==> config.mk <==
export PLATFORM = sky130hd
export DESIGN_NAME = led_blink_bank
export DESIGN_NICKNAME = d
export VERILOG_FILES = /design/src/rtl/led_blink_pkg.sv /design/src/rtl/led_blink_channel.sv /design/src/rtl/led_blink_bank.sv
export SDC_FILE = /design/constraint.sdc
export NUM_CORES = 1
export LEC_CHECK = 0
export ABC_AREA = 1
export CAP_MARGIN = 10
export CORE_MARGIN = 4
export CORE_UTILIZATION = 31
export CTS_BUF_LIST = sky130_fd_sc_hd__clkbuf_16
export CTS_CLUSTER_SIZE = 8
export DETAILED_ROUTE_END_ITERATION = 7
export GPL_TIMING_DRIVEN = 0
export PLACE_DENSITY = 0.44
export RECOVER_POWER = 100
export SLEW_MARGIN = 5
export SYNTH_ARGS = -nofsm -noshare
export SYNTH_HDL_FRONTEND = slang
export SYNTH_SLANG_ARGS = --single-unit
export TNS_END_PERCENT = 20
==> constraint.sdc <==
create_clock -name i_Clk -period 3.81 [get_ports i_Clk]
set_clock_uncertainty 0.1 [all_clocks]
set_input_delay 0.762 -clock i_Clk [delete_from_list [all_inputs] [get_ports i_Clk]]
set_output_delay 0.762 -clock i_Clk [all_outputs]
set_load 0.02 [all_outputs]
==> src/rtl/led_blink_pkg.sv <==
// Shared mode codes, burst sub-state encoding and 25 MHz default timing for the
// LED blink bank.
package led_blink_pkg;

    localparam logic [1:0] MODE_OFF   = 2'd0;
    localparam logic [1:0] MODE_ON    = 2'd1;
    localparam logic [1:0] MODE_BLINK = 2'd2;
    localparam logic [1:0] MODE_BURST = 2'd3;

    typedef enum logic [1:0] {
        B_IDLE = 2'd0,
        B_ON   = 2'd1,
        B_OFF  = 2'd2
    } burst_state_t;

    localparam int CLK_HZ    = 25_000_000;
    localparam int HALF_10HZ = CLK_HZ / 20;
    localparam int HALF_5HZ  = CLK_HZ / 10;
    localparam int HALF_2HZ  = CLK_HZ / 4;
    localparam int HALF_1HZ  = CLK_HZ / 2;

    // Channel-select width; a single-channel bank still needs a 1-bit select.
    function automatic int ch_width(input int n);
        return (n > 1) ? $clog2(n) : 1;
    endfunction

endpackage

==> src/rtl/led_blink_channel.sv <==
// One LED channel: half-period counter, mode register, burst sequencer and the
// registered LED / done outputs.
module led_blink_channel
    import led_blink_pkg::*;
#(
    parameter int                   CNT_WIDTH   = 24,
    parameter int                   BURST_WIDTH = 8,
    parameter logic [CNT_WIDTH-1:0] RST_HALF    = CNT_WIDTH'(HALF_10HZ)
) (
    input  logic                   clk,
    input  logic                   rst_n,
    input  logic                   wr_en,
    input  logic [1:0]             wr_mode,
    input  logic [CNT_WIDTH-1:0]   wr_half,
    input  logic [BURST_WIDTH-1:0] wr_burst,
    input  logic                   sync,
    output logic                   led,
    output logic                   done
);

    logic [1:0]             mode_q, mode_d;
    burst_state_t           bstate_q, bstate_d;
    logic [CNT_WIDTH-1:0]   cnt_q, cnt_d;
    logic [CNT_WIDTH-1:0]   half_q, half_d;
    logic [BURST_WIDTH-1:0] rem_q, rem_d;
    logic                   led_q, led_d;
    logic                   done_q, done_d;
    logic [CNT_WIDTH-1:0]   last_cnt;
    logic                   toggle;
    logic                   active;

    // A half-period of zero behaves as one: the LED toggles every clock.
    assign last_cnt = (half_q == '0) ? '0 : half_q - 1'b1;
    assign toggle   = (cnt_q == last_cnt);
    assign active   = (mode_q == MODE_BLINK) ||
                      ((mode_q == MODE_BURST) && (bstate_q != B_IDLE));

    always_ff @(posedge clk) begin
        if (!rst_n) begin
            mode_q   <= MODE_BLINK;
            bstate_q <= B_IDLE;
            cnt_q    <= '0;
            half_q   <= RST_HALF;
            rem_q    <= '0;
            led_q    <= 1'b0;
            done_q   <= 1'b0;
        end else begin
            // NOTE: non-blocking assignments so every flop samples pre-edge values.
            mode_q   <= mode_d;
            bstate_q <= bstate_d;
            cnt_q    <= cnt_d;
            half_q   <= half_d;
            rem_q    <= rem_d;
            led_q    <= led_d;
            done_q   <= done_d;
        end
    end

    always_comb begin
        // NOTE: every next-state signal gets a default first so no path infers a latch.
        mode_d   = mode_q;
        bstate_d = bstate_q;
        cnt_d    = cnt_q;
        half_d   = half_q;
        rem_d    = rem_q;
        led_d    = led_q;
        done_d   = 1'b0;

        if (wr_en) begin
            mode_d   = wr_mode;
            half_d   = wr_half;
            cnt_d    = '0;
            rem_d    = '0;
            bstate_d = B_IDLE;
            case (wr_mode)
                MODE_OFF:   led_d = 1'b0;
                MODE_ON:    led_d = 1'b1;
                MODE_BLINK: led_d = 1'b1;
                default: begin
                    rem_d = wr_burst;
                    if (wr_burst == '0) begin
                        led_d  = 1'b0;
                        done_d = 1'b1;
                    end else begin
                        led_d    = 1'b1;
                        bstate_d = B_ON;
                    end
                end
            endcase
        end else if (sync && active) begin
            // Re-phase without touching rem: an interrupted off phase restarts as on.
            cnt_d = '0;
            led_d = 1'b1;
            if (mode_q == MODE_BURST) bstate_d = B_ON;
        end else if (active) begin
            if (!toggle) begin
                cnt_d = cnt_q + 1'b1;
            end else begin
                cnt_d = '0;
                if (mode_q == MODE_BLINK) begin
                    led_d = ~led_q;
                end else if (bstate_q == B_ON) begin
                    bstate_d = B_OFF;
                    led_d    = 1'b0;
                    if (rem_q != '0) rem_d = rem_q - 1'b1;
                end else if (rem_q != '0) begin
                    bstate_d = B_ON;
                    led_d    = 1'b1;
                end else begin
                    bstate_d = B_IDLE;
                    led_d    = 1'b0;
                    done_d   = 1'b1;
                end
            end
        end
    end

    assign led  = led_q;
    assign done = done_q;

endmodule

==> src/rtl/led_blink_bank.sv <==
// Bank of NUM_CH independent LED blink channels sharing one write port and a
// common phase-align strobe.
module led_blink_bank
    import led_blink_pkg::*;
#(
    parameter int                          NUM_CH      = 4,
    parameter int                          CNT_WIDTH   = 24,
    parameter int                          BURST_WIDTH = 8,
    parameter logic [NUM_CH*CNT_WIDTH-1:0] RST_HALF    = {CNT_WIDTH'(HALF_1HZ),
                                                          CNT_WIDTH'(HALF_2HZ),
                                                          CNT_WIDTH'(HALF_5HZ),
                                                          CNT_WIDTH'(HALF_10HZ)}
) (
    input  logic                          i_Clk,
    input  logic                          i_Rst_n,
    input  logic                          i_Wr_En,
    input  logic [ch_width(NUM_CH)-1:0]   i_Wr_Ch,
    input  logic [1:0]                    i_Wr_Mode,
    input  logic [CNT_WIDTH-1:0]          i_Wr_Half,
    input  logic [BURST_WIDTH-1:0]        i_Wr_Burst,
    input  logic                          i_Sync,
    output logic [NUM_CH-1:0]             o_LED,
    output logic [NUM_CH-1:0]             o_Done
);

    localparam int CH_W = ch_width(NUM_CH);

    for (genvar ch = 0; ch < NUM_CH; ch++) begin : g_ch
        logic wr_en_ch;

        // Selects at or beyond NUM_CH match no channel, so such writes are dropped.
        assign wr_en_ch = i_Wr_En && (i_Wr_Ch == CH_W'(ch));

        led_blink_channel #(
            .CNT_WIDTH   (CNT_WIDTH),
            .BURST_WIDTH (BURST_WIDTH),
            .RST_HALF    (RST_HALF[ch*CNT_WIDTH +: CNT_WIDTH])
        ) u_channel (
            .clk      (i_Clk),
            .rst_n    (i_Rst_n),
            .wr_en    (wr_en_ch),
            .wr_mode  (i_Wr_Mode),
            .wr_half  (i_Wr_Half),
            .wr_burst (i_Wr_Burst),
            .sync     (i_Sync),
            .led      (o_LED[ch]),
            .done     (o_Done[ch])
        );
    end

endmodule

Word-level counts from Yosys, hierarchy flattened
Cells that the tools add are included.
{"block": "totals", "register_bits": 248, "input_bits": 40, "out_inout_bits": 8, "word_cells": 286}
{"block": "classes", "add_sub_neg": 12, "n_eq_ne": 37, "n_mux": 131, "bitwise": 5, "n_reduce_logical": 73}
{"op": "8-bit 2-to-1 mux", "n": 29}
{"op": "24-bit 2-to-1 mux", "n": 8}
{"op": "24-bit by 1-bit adder with 24-bit output (second input constant)", "n": 4}
{"op": "24-bit equality test", "n": 4}
{"op": "24-bit logical NOT", "n": 4}
{"op": "24-bit by 1-bit subtractor with 24-bit output (second input constant)", "n": 4}
{"op": "1-bit 2-to-1 mux", "n": 64}
{"op": "2-bit 2-to-1 mux", "n": 29}
{"op": "2-bit nonzero test", "n": 20}
{"op": "8-bit nonzero test", "n": 4}
{"op": "8-bit by 1-bit subtractor with 8-bit output (second input constant)", "n": 4}
{"op": "6-bit AND reduction", "n": 4}
{"op": "3-bit nonzero test", "n": 8}
{"op": "2-bit equality test (second input constant)", "n": 11}
{"op": "2-bit by 1-bit inequality test with 1-bit output (second input constant)", "n": 8}
{"op": "4-bit AND reduction", "n": 4}
{"op": "3-bit OR reduction", "n": 5}
{"op": "2-bit by 1-bit equality test with 1-bit output (second input constant)", "n": 6}
{"op": "1-bit logical AND", "n": 12}
{"op": "3-bit by 1-bit inequality test with 1-bit output (second input constant)", "n": 4}
{"op": "3-bit by 2-bit inequality test with 1-bit output (second input constant)", "n": 4}
{"op": "8-bit logical NOT", "n": 1}
{"op": "2-bit AND reduction", "n": 4}
{"op": "1-bit inverter", "n": 5}
{"op": "other kinds (4)", "n": 8}

Longest topological paths before layout
Gate-level depths: netlist (run 1).
{"block": "logic_depth", "ltp_word": 8, "depth_mapped": 22, "depth_no_buf": 21}

Modules after synthesis
Synthesis (run 1) repeated with hierarchy kept, for this count alone.
{"block": "unflattened", "hier_cells": 2726, "hier_area_um2": 16966.3}
{"module": "led_blink_channel (g_ch[0].u_channel ...)", "instances": 2, "cells_each": 678, "area_each_um2": 4235.3, "seq_area_each_um2": 1241.2}
{"module": "led_blink_channel (g_ch[2].u_channel ...)", "instances": 2, "cells_each": 681, "area_each_um2": 4232.8, "seq_area_each_um2": 1241.2}
{"module": "led_blink_bank", "instances": 1, "cells_each": 8, "area_each_um2": 30.0, "seq_area_each_um2": 0.0}

Worst setup path after synthesis (run 1)
OpenSTA, ideal clock, no wires.
{"block": "synth_timing", "kind": "reg-to-reg", "startpoint": "reg g_ch[3].u_channel.half_q[0]", "endpoint": "reg g_ch[3].u_channel.cnt_q[18]", "setup_ns": 0.118, "arrival_ns": 2.240, "required_ns": 3.592, "slack_ns": 1.351, "path_stages_with_launch": 19, "path_buffers": 2, "synth_period_minus_slack_ns": 2.459, "path_cell_list": "dfxtp_1 -> inv_2 -> ha_1 -> nand3_2 -> nor2_4 -> nand4_4 -> buf_6 -> nand3_2 -> xor2_1 -> nand2_1 -> nor2_1 -> nand2_1 -> nor2_4 -> nand3_2 -> nand2_2 -> inv_2 -> nand2_4 -> buf_6 -> nor3_1"}
{"block": "synth_via", "elab_chain_len": 4, "elab_cells_between_ends": 5, "cone_classes": "add/sub (1); eq/ne (1); mux (2); reduce/logical (1)"}
{"item": "start: declaration", "line_no": "led_blink_channel.sv:24", "source": "logic [CNT_WIDTH-1:0] half_q, half_d;"}
{"item": "start signal: assignment", "line_no": "led_blink_channel.sv:52", "source": "half_q <= half_d;"}
{"item": "24-bit by 1-bit subtractor with 24-bit output / 24-bit logical NOT (equally long branches)", "line_no": "led_blink_channel.sv:33", "source": "assign last_cnt = (half_q == '0) ? '0 : half_q - 1'b1;"}
{"item": "24-bit 2-to-1 mux (*)", "line_no": "led_blink_channel.sv:33"}
{"item": "24-bit equality test (*)", "line_no": "led_blink_channel.sv:34", "source": "assign toggle = (cnt_q == last_cnt);"}
{"item": "24-bit 2-to-1 mux (*)", "line_no": "led_blink_channel.sv:96", "source": "if (!toggle) begin"}
{"item": "end signal: assignment", "line_no": "led_blink_channel.sv:51", "source": "cnt_q <= cnt_d;"}
{"item": "end: declaration", "line_no": "led_blink_channel.sv:23", "source": "logic [CNT_WIDTH-1:0] cnt_q, cnt_d;"}
Mark *: on every way between the ends. The rest lies on a longest branch, timed or not.
A chain may end at the register's enable or synchronous reset.

Worst setup path after layout (run 1)
{"block": "layout_timing", "startpoint": "in i_Wr_Mode[1]", "endpoint": "reg g_ch[1].u_channel.done_q"}
{"block": "layout_via", "elab_chain_len": 4, "elab_cells_between_ends": 6, "cone_classes": "eq/ne (2); mux (2); reduce/logical (2)"}
{"item": "start: declaration", "line_no": "led_blink_bank.sv:18", "source": "input logic [1:0] i_Wr_Mode,"}
{"item": "2-bit by 1-bit equality test with 1-bit output, or another cell as far along", "line_no": "led_blink_channel.sv:75", "source": "case (wr_mode)"}
{"item": "3-bit OR reduction (no line) (*)"}
{"item": "1-bit 2-to-1 mux (*)", "line_no": "led_blink_channel.sv:75"}
{"item": "1-bit 2-to-1 mux (*)", "line_no": "led_blink_channel.sv:69", "source": "if (wr_en) begin"}
{"item": "end signal: assignment", "line_no": "led_blink_channel.sv:55", "source": "done_q <= done_d;"}
{"item": "end: declaration", "line_no": "led_blink_channel.sv:27", "source": "logic done_q, done_d;"}
Marked as above.

==> impl_metrics.ini, run 1 <==
[outcome]
run_status = complete, no violations

[final_layout]
final_cell_mix = nand2_1 (687), nor2_1 (405), inv_1 (338)
finalNetCount = 2773
stdcell_area_sq_mm = 0.01833
drive_gt1_share_pct = 5.031
layout_commonest_cell = nand2_1
area_growth_pct = 13.62

[sta]
final-max-slew-violation-count = 0
worst_slew_pin_slew_ns = 1.017
setup_slack_ns = 0.2860
finalHoldViolCount = 0
rsz0062_at_grt = no
timing.fmax_mhz = 283.8
layout_min_cycle_time_ns = 3.524
setup_viol = 0
whs_ns = 0.3629
fin_crit_sh_pct = 92.49
relSlewSlack_pct = 31.66

[logic_synthesis]
netlist_area_sq_mm = 0.01613
synth_warnings = 0
synth.net_count = 2688
synth.top_cell.area_share_pct = 30.77
avgSynthCellArea_sq_um = 6.123
yosys.area.top_type = dfxtp_1
netlist_instances = 2635
synth_edf_count = 0
seq_area_frac_synth_pct = 30.77
synthArstFlopShare_pct = 0
synthTopCellsByArea = dfxtp_1 (31%), nand2_1 (16%), nor2_1 (9.4%), inv_1 (7.8%), nand3_1 (7.2%)
ys_seq_elements = 248
synth_ff_type = dfxtp_1
synthDistinctLibCells = 47

[power]
worst_ir_drop_vdd_mv = 0.2321
cellPowerDensity_mw_per_mm2 = 367.7
leakagePower_nw = 7.965

[setup_path]
cp-end-kind = flip-flop
cp-start-kind = input port
required_ns = 4.10
critPathArrivalTime_ns = 3.81
crit_type = in -> reg
critPathMaxFanout = 10

[drt]
num_vias = 16960
drt-total-wl_mm = 57.44
drc = 0
vias_per_cell = 4.981
avgRoutedWirePerCell_microns = 16.87
ant_nets = 0
drtIter0Drc = 1266
drt_first_pass_iters = 5

[worst_hold_path]
hold_path.class = reg -> reg

[clocking]
h-tree-depth = 2
cts_inserted_buffers = 37
clk_pin_slew_ns = 0.05
cts_tree = yes
postCtsSetupBuffers = 0
cts.path.max_buffers = 3
clkSinkCount = 248
cts-root-buf = clkbuf_16
insertion_delay_ns = 0.54
cts_hold_buffers = 0

[global_route]
grt_overflow = 0
grt_pass1_vias = 16410
grt_pass1_wl_mm = 89.65
grt_max_degree = 11
antenna_found_initial = 3
grt_usage_pct = 20.10

[place]
gp_congestion = 0.8780
hpwl_mm = 44.84
portBuffers = 46
pre_cts_slack_ns = -0.4327
placed_cell_area_sq_mm = 0.01744

[floorplanning]
die_h_microns = 236.1
die_area_sq_mm = 0.05576
io_pins = 48
die_x_microns = 236.1
core_sq_mm = 0.05141
row_count = 83
start_util_pct = 31.38

[flow_run]
cap_violations = 0
[layout make-up]
class                   instances  area [sq um]
diodes                          1         2.502
plain buffers                  86         462.9
clock buffers                  37         925.9
clock inverters                 5         20.02
fillers                      5774         33080
inverters                     349          1310
multi-input cells            1952          9333
flip-flops and latches        248          4965
well taps                     680         850.8
repair buffers                 46         460.4
[synthesized netlist by cell type, drive strengths merged (13+ instances only)]
master,number
ha,13
nand4,88
nand2,692
inv,347
a21oi,119
nor3b,13
o21ai,152
dfxtp,248
nor2,432
clkbuf,47
buf,39
nand3,238
nor3,49
o211ai,32
xor2,56
[power by group]
| group | internal (mW) | switching (mW) |
|---|---|---|
| combinational | 0.355 | 0.701 |
| sequential | 2.69 | 0.0931 |
| clock | 1.70 | 1.19 |
| total | 4.75 | 1.99 |
[worst paths after layout]
kind                                                     from                             to  slack [ns]  cells after the start
worst max-delay path                             i_Wr_Mode[1]         g_ch[1].u_channel.done        0.29                      7
worst min-delay path            g_ch[2].u_channel.bstate_q[0]  g_ch[2].u_channel.bstate_q[0]        0.36                      2
worst max register to register    g_ch[3].u_channel.half_q[0]    g_ch[3].u_channel.cnt_q[18]        0.42                     17
worst min register to register  g_ch[2].u_channel.bstate_q[0]  g_ch[2].u_channel.bstate_q[0]        0.36                      2
[kinds of logic after synthesis]
logic type | share of synthesized area, %
and+or+nand+nor | 42.56
DFF | 30.77
AOI/OAI and AO/OA | 11.39
xor gates and xnor gates | 3.257
adders and majority gates | 1.008
buffers and inverters | 11.01
[per-layer routing]
metal,vias up,global-route usage [%],part of all wire (%)
met1,7833,27.97,48
met3,76,3.356,5.5
met2,391,32.32,44
met4,0,5.392,2.4
li1,8657,-,-
met5,-,0,0
[sequential cells by signal (all words and copies together) (netlist names)]
register                 count
g_ch.u_channel.mode_q        8
g_ch.u_channel.led           4
g_ch.u_channel.bstate_q      8
g_ch.u_channel.half_q       96
g_ch.u_channel.rem_q        32
g_ch.u_channel.cnt_q        96
g_ch.u_channel.done          4
[worst max-delay path, stage by stage]
cell and delay [ns]:
dlygate4sd3_1 0.88, ha_1 0.24, clkbuf_1 0.32, inv_1 0.14, nor3_1 0.85, o21ai_0 0.19
a21oi_1 0.41
[metrics by stage]
step	total power, mW	instances	util [%]	setup TNS [ns]
after floorplan	3.534	2635	-	0
after global placement	3.890	3361	33.93	-1.253
after detailed placement	3.897	3361	33.93	-1.402
after CTS	6.848	3403	35.77	0
after global routing	7.086	3403	35.65	0
final	6.740	3404	35.66	0
[timing repair]
item                                    4_1_cts  5_1_grt
gates resized for setup                       0        1
endpoints found under the setup margin        0        1
endpoints found under the hold margin         0        0
No activity file was read; power rests on OpenSTA's default activity.
==> run 2, diff against run 1 <==
--- a/config.mk
+++ b/config.mk
@@ -15,6 +15,8 @@
 export GPL_TIMING_DRIVEN = 0
 export PLACE_DENSITY = 0.44
 export RECOVER_POWER = 100
+export REMOVE_ABC_BUFFERS = 1
+export SKIP_LAST_GASP = 1
 export SLEW_MARGIN = 5
 export SYNTH_ARGS = -nofsm -noshare
 export SYNTH_HDL_FRONTEND = slang
==> constraint.sdc (replaced) <==
create_clock -name i_Clk -period 3.81 [get_ports i_Clk]
set_clock_uncertainty 0.1 [all_clocks]
set_input_delay 0.381 -clock i_Clk [delete_from_list [all_inputs] [get_ports i_Clk]]
set_output_delay 0.381 -clock i_Clk [all_outputs]
set_load 0.02 [all_outputs]
==> run 2 against run 1 <==
  * The run now ends with capacitance limit, slew limit left
  * Sequential power hardly changed
  * Non-clock buffer count is 79 lower
  * Flip-flop and latch count stayed put
  * Critical endpoint is now g_ch[0].u_channel.cnt_q[16]
  * Power is 1.0% higher
  * Utilization is 0.52 points lower
  * Critical path depth is 10 higher
  * Combinational power is 6% lower
==> impl_metrics.ini, run 2 (synthesis results as in run 1) <==
[sta]
finalSetupTns_ns = 0
whs_ns = 0.02171
layout_min_cycle_time_ns = 3.426
rsz0062_at_grt = no
worst_slew_pin_slew_ns = 1.563
final-max-slew-violation-count = 54
setup_viol = 0
setup_slack_ns = 0.3836
fin_crit_sh_pct = 89.93
timing.fmax_mhz = 291.8
relSlewSlack_pct = -4.204
finalHoldViolCount = 0

[final_layout]
largestRegisters = g_ch.u_channel.cnt_q (96), g_ch.u_channel.half_q (96), g_ch.u_channel.rem_q (32)
layout_commonest_cell = nand2_1
area_growth_pct = 11.97
fillerInstances = 5754
final_cell_mix = nand2_1 (684), nor2_1 (402), inv_1 (338)
stdcell_area_sq_mm = 0.01806
drive_gt1_share_pct = 4.456
finalNetCount = 2694

[power]
cellPowerDensity_mw_per_mm2 = 376.9
leakagePower_nw = 7.840
worst_ir_drop_vdd_mv = 0.2260

[global_route]
grt_pass1_wl_mm = 83.10
grt_pass1_vias = 15620
grt_overflow = 0
grt_usage_pct = 18.32
grt_max_degree = 120
antenna_found_initial = 3

[worst_hold_path]
hold_path.class = in -> reg

[flow_run]
cap_violations = 1

[drt]
vias_per_cell = 4.886
drc = 0
drt-total-wl_mm = 52.02
drt_first_pass_iters = 5
num_vias = 16270
avgRoutedWirePerCell_microns = 15.63
drtIter0Drc = 892
ant_nets = 0
dr_wl_met2_mm = 23.27
met3_length_mm = 2.080
wl_met1_mm = 25.14
top_layer = met4

[place]
portBuffers = 47
gp_congestion = 0.8731
hpwl_mm = 38.90
placed_cell_area_sq_mm = 0.01712
pre_cts_slack_ns = -0.4695

[setup_path]
crit_family = simple AND/OR/NAND/NOR gates
max_stage_delay_ns = 0.40
cp_slowest_cell = nand3_4
crit_path_cell_trace = inv_1 > ha_1 > nand2_2 > nor2_4 > nand3_4 > nand3_1 > nand2_1 > nor2_1 > nand2_1 > nor2_1 > nand3_1 > nor2_4 > nand2_2 > nand2_4 > inv_2 > o211ai_1 > inv_1
critPathMaxFanout = 44
cp-start-kind = flip-flop
crit_type = reg -> reg
critPathArrivalTime_ns = 3.75
crit_buf_inv = 3
cp-end-kind = flip-flop
required_ns = 4.14

[floorplanning]
io_pins = 48
die_h_microns = 236.1
die_x_microns = 236.1
row_count = 83
core_sq_mm = 0.05141
start_util_pct = 31.38
die_area_sq_mm = 0.05576

[clocking]
postCtsSetupBuffers = 0
cts_inserted_buffers = 37
insertion_delay_ns = 0.54
cts_tree = yes
cts.path.max_buffers = 3
clk_pin_slew_ns = 0.05
clkSinkCount = 248
cts_hold_buffers = 0
cts-root-buf = clkbuf_16
cts-resized-gates = 0
h-tree-depth = 2

[outcome]
violations = capacitance limit, slew limit
run_status = finished with violations
-- run 2: final timing paths --
path | startpoint | slack [ns] | endpoint | depth (start not counted)
worst min-delay path | i_Rst_n | 0.02 | g_ch[3].u_channel.rem_q[5] | 3
worst max-delay path | g_ch[0].u_channel.half_q[0] | 0.38 | g_ch[0].u_channel.cnt_q[16] | 17
worst max register to register | g_ch[0].u_channel.half_q[0] | 0.38 | g_ch[0].u_channel.cnt_q[16] | 17
worst min register to register | g_ch[1].u_channel.bstate_q[0] | 0.36 | g_ch[1].u_channel.bstate_q[0] | 2
-- run 2: through the flow --
step | power (mW) | cells | utilization, %
3_3_place_gp | 3.837 | 3276 | 33.05
2_1_floorplan | 3.489 | 2549 | -
5_1_grt | 7.190 | 3328 | 35.14
6_report | 6.808 | 3329 | 35.14
4_1_cts | 6.948 | 3327 | 35.27
3_5_place_dp | 3.844 | 3281 | 33.31
-- run 2: cell type report --
type / count / area [sq um] / area share [%]
inverter: 349 / 1310 / 7.252
clock inverter: 7 / 31.28 / 0.1732
timing repair buffer: 53 / 556.8 / 3.082
tap: 680 / 850.8 / 4.710
sequential: 248 / 4965 / 27.48
antenna: 1 / 2.502 / 0.01385
multi-input combinational: 1952 / 9373 / 51.88
clock buffer: 39 / 975.9 / 5.402
-- run 2: worst min-delay path, cell delays in order --
cell     delay, ns
buf_6         0.14
nand2_1       0.07
nor2_1        0.03
-- run 2: per-layer routing --
layer	GRT usage [%]	up-vias
met2	29.75	276
li1	-	8481
met5	0	-
met3	2.596	87
met4	6.211	0
met1	25.01	7423
-- run 2: where the power goes --
| group | internal (mW) | switching, mW | total, mW |
|---|---|---|---|
| Sequential | 2.69 | 0.0879 | 2.78 |
| Combinational | 0.338 | 0.658 | 0.996 |
| Clock | 1.80 | 1.23 | 3.03 |
| Total | 4.83 | 1.98 | 6.81 |
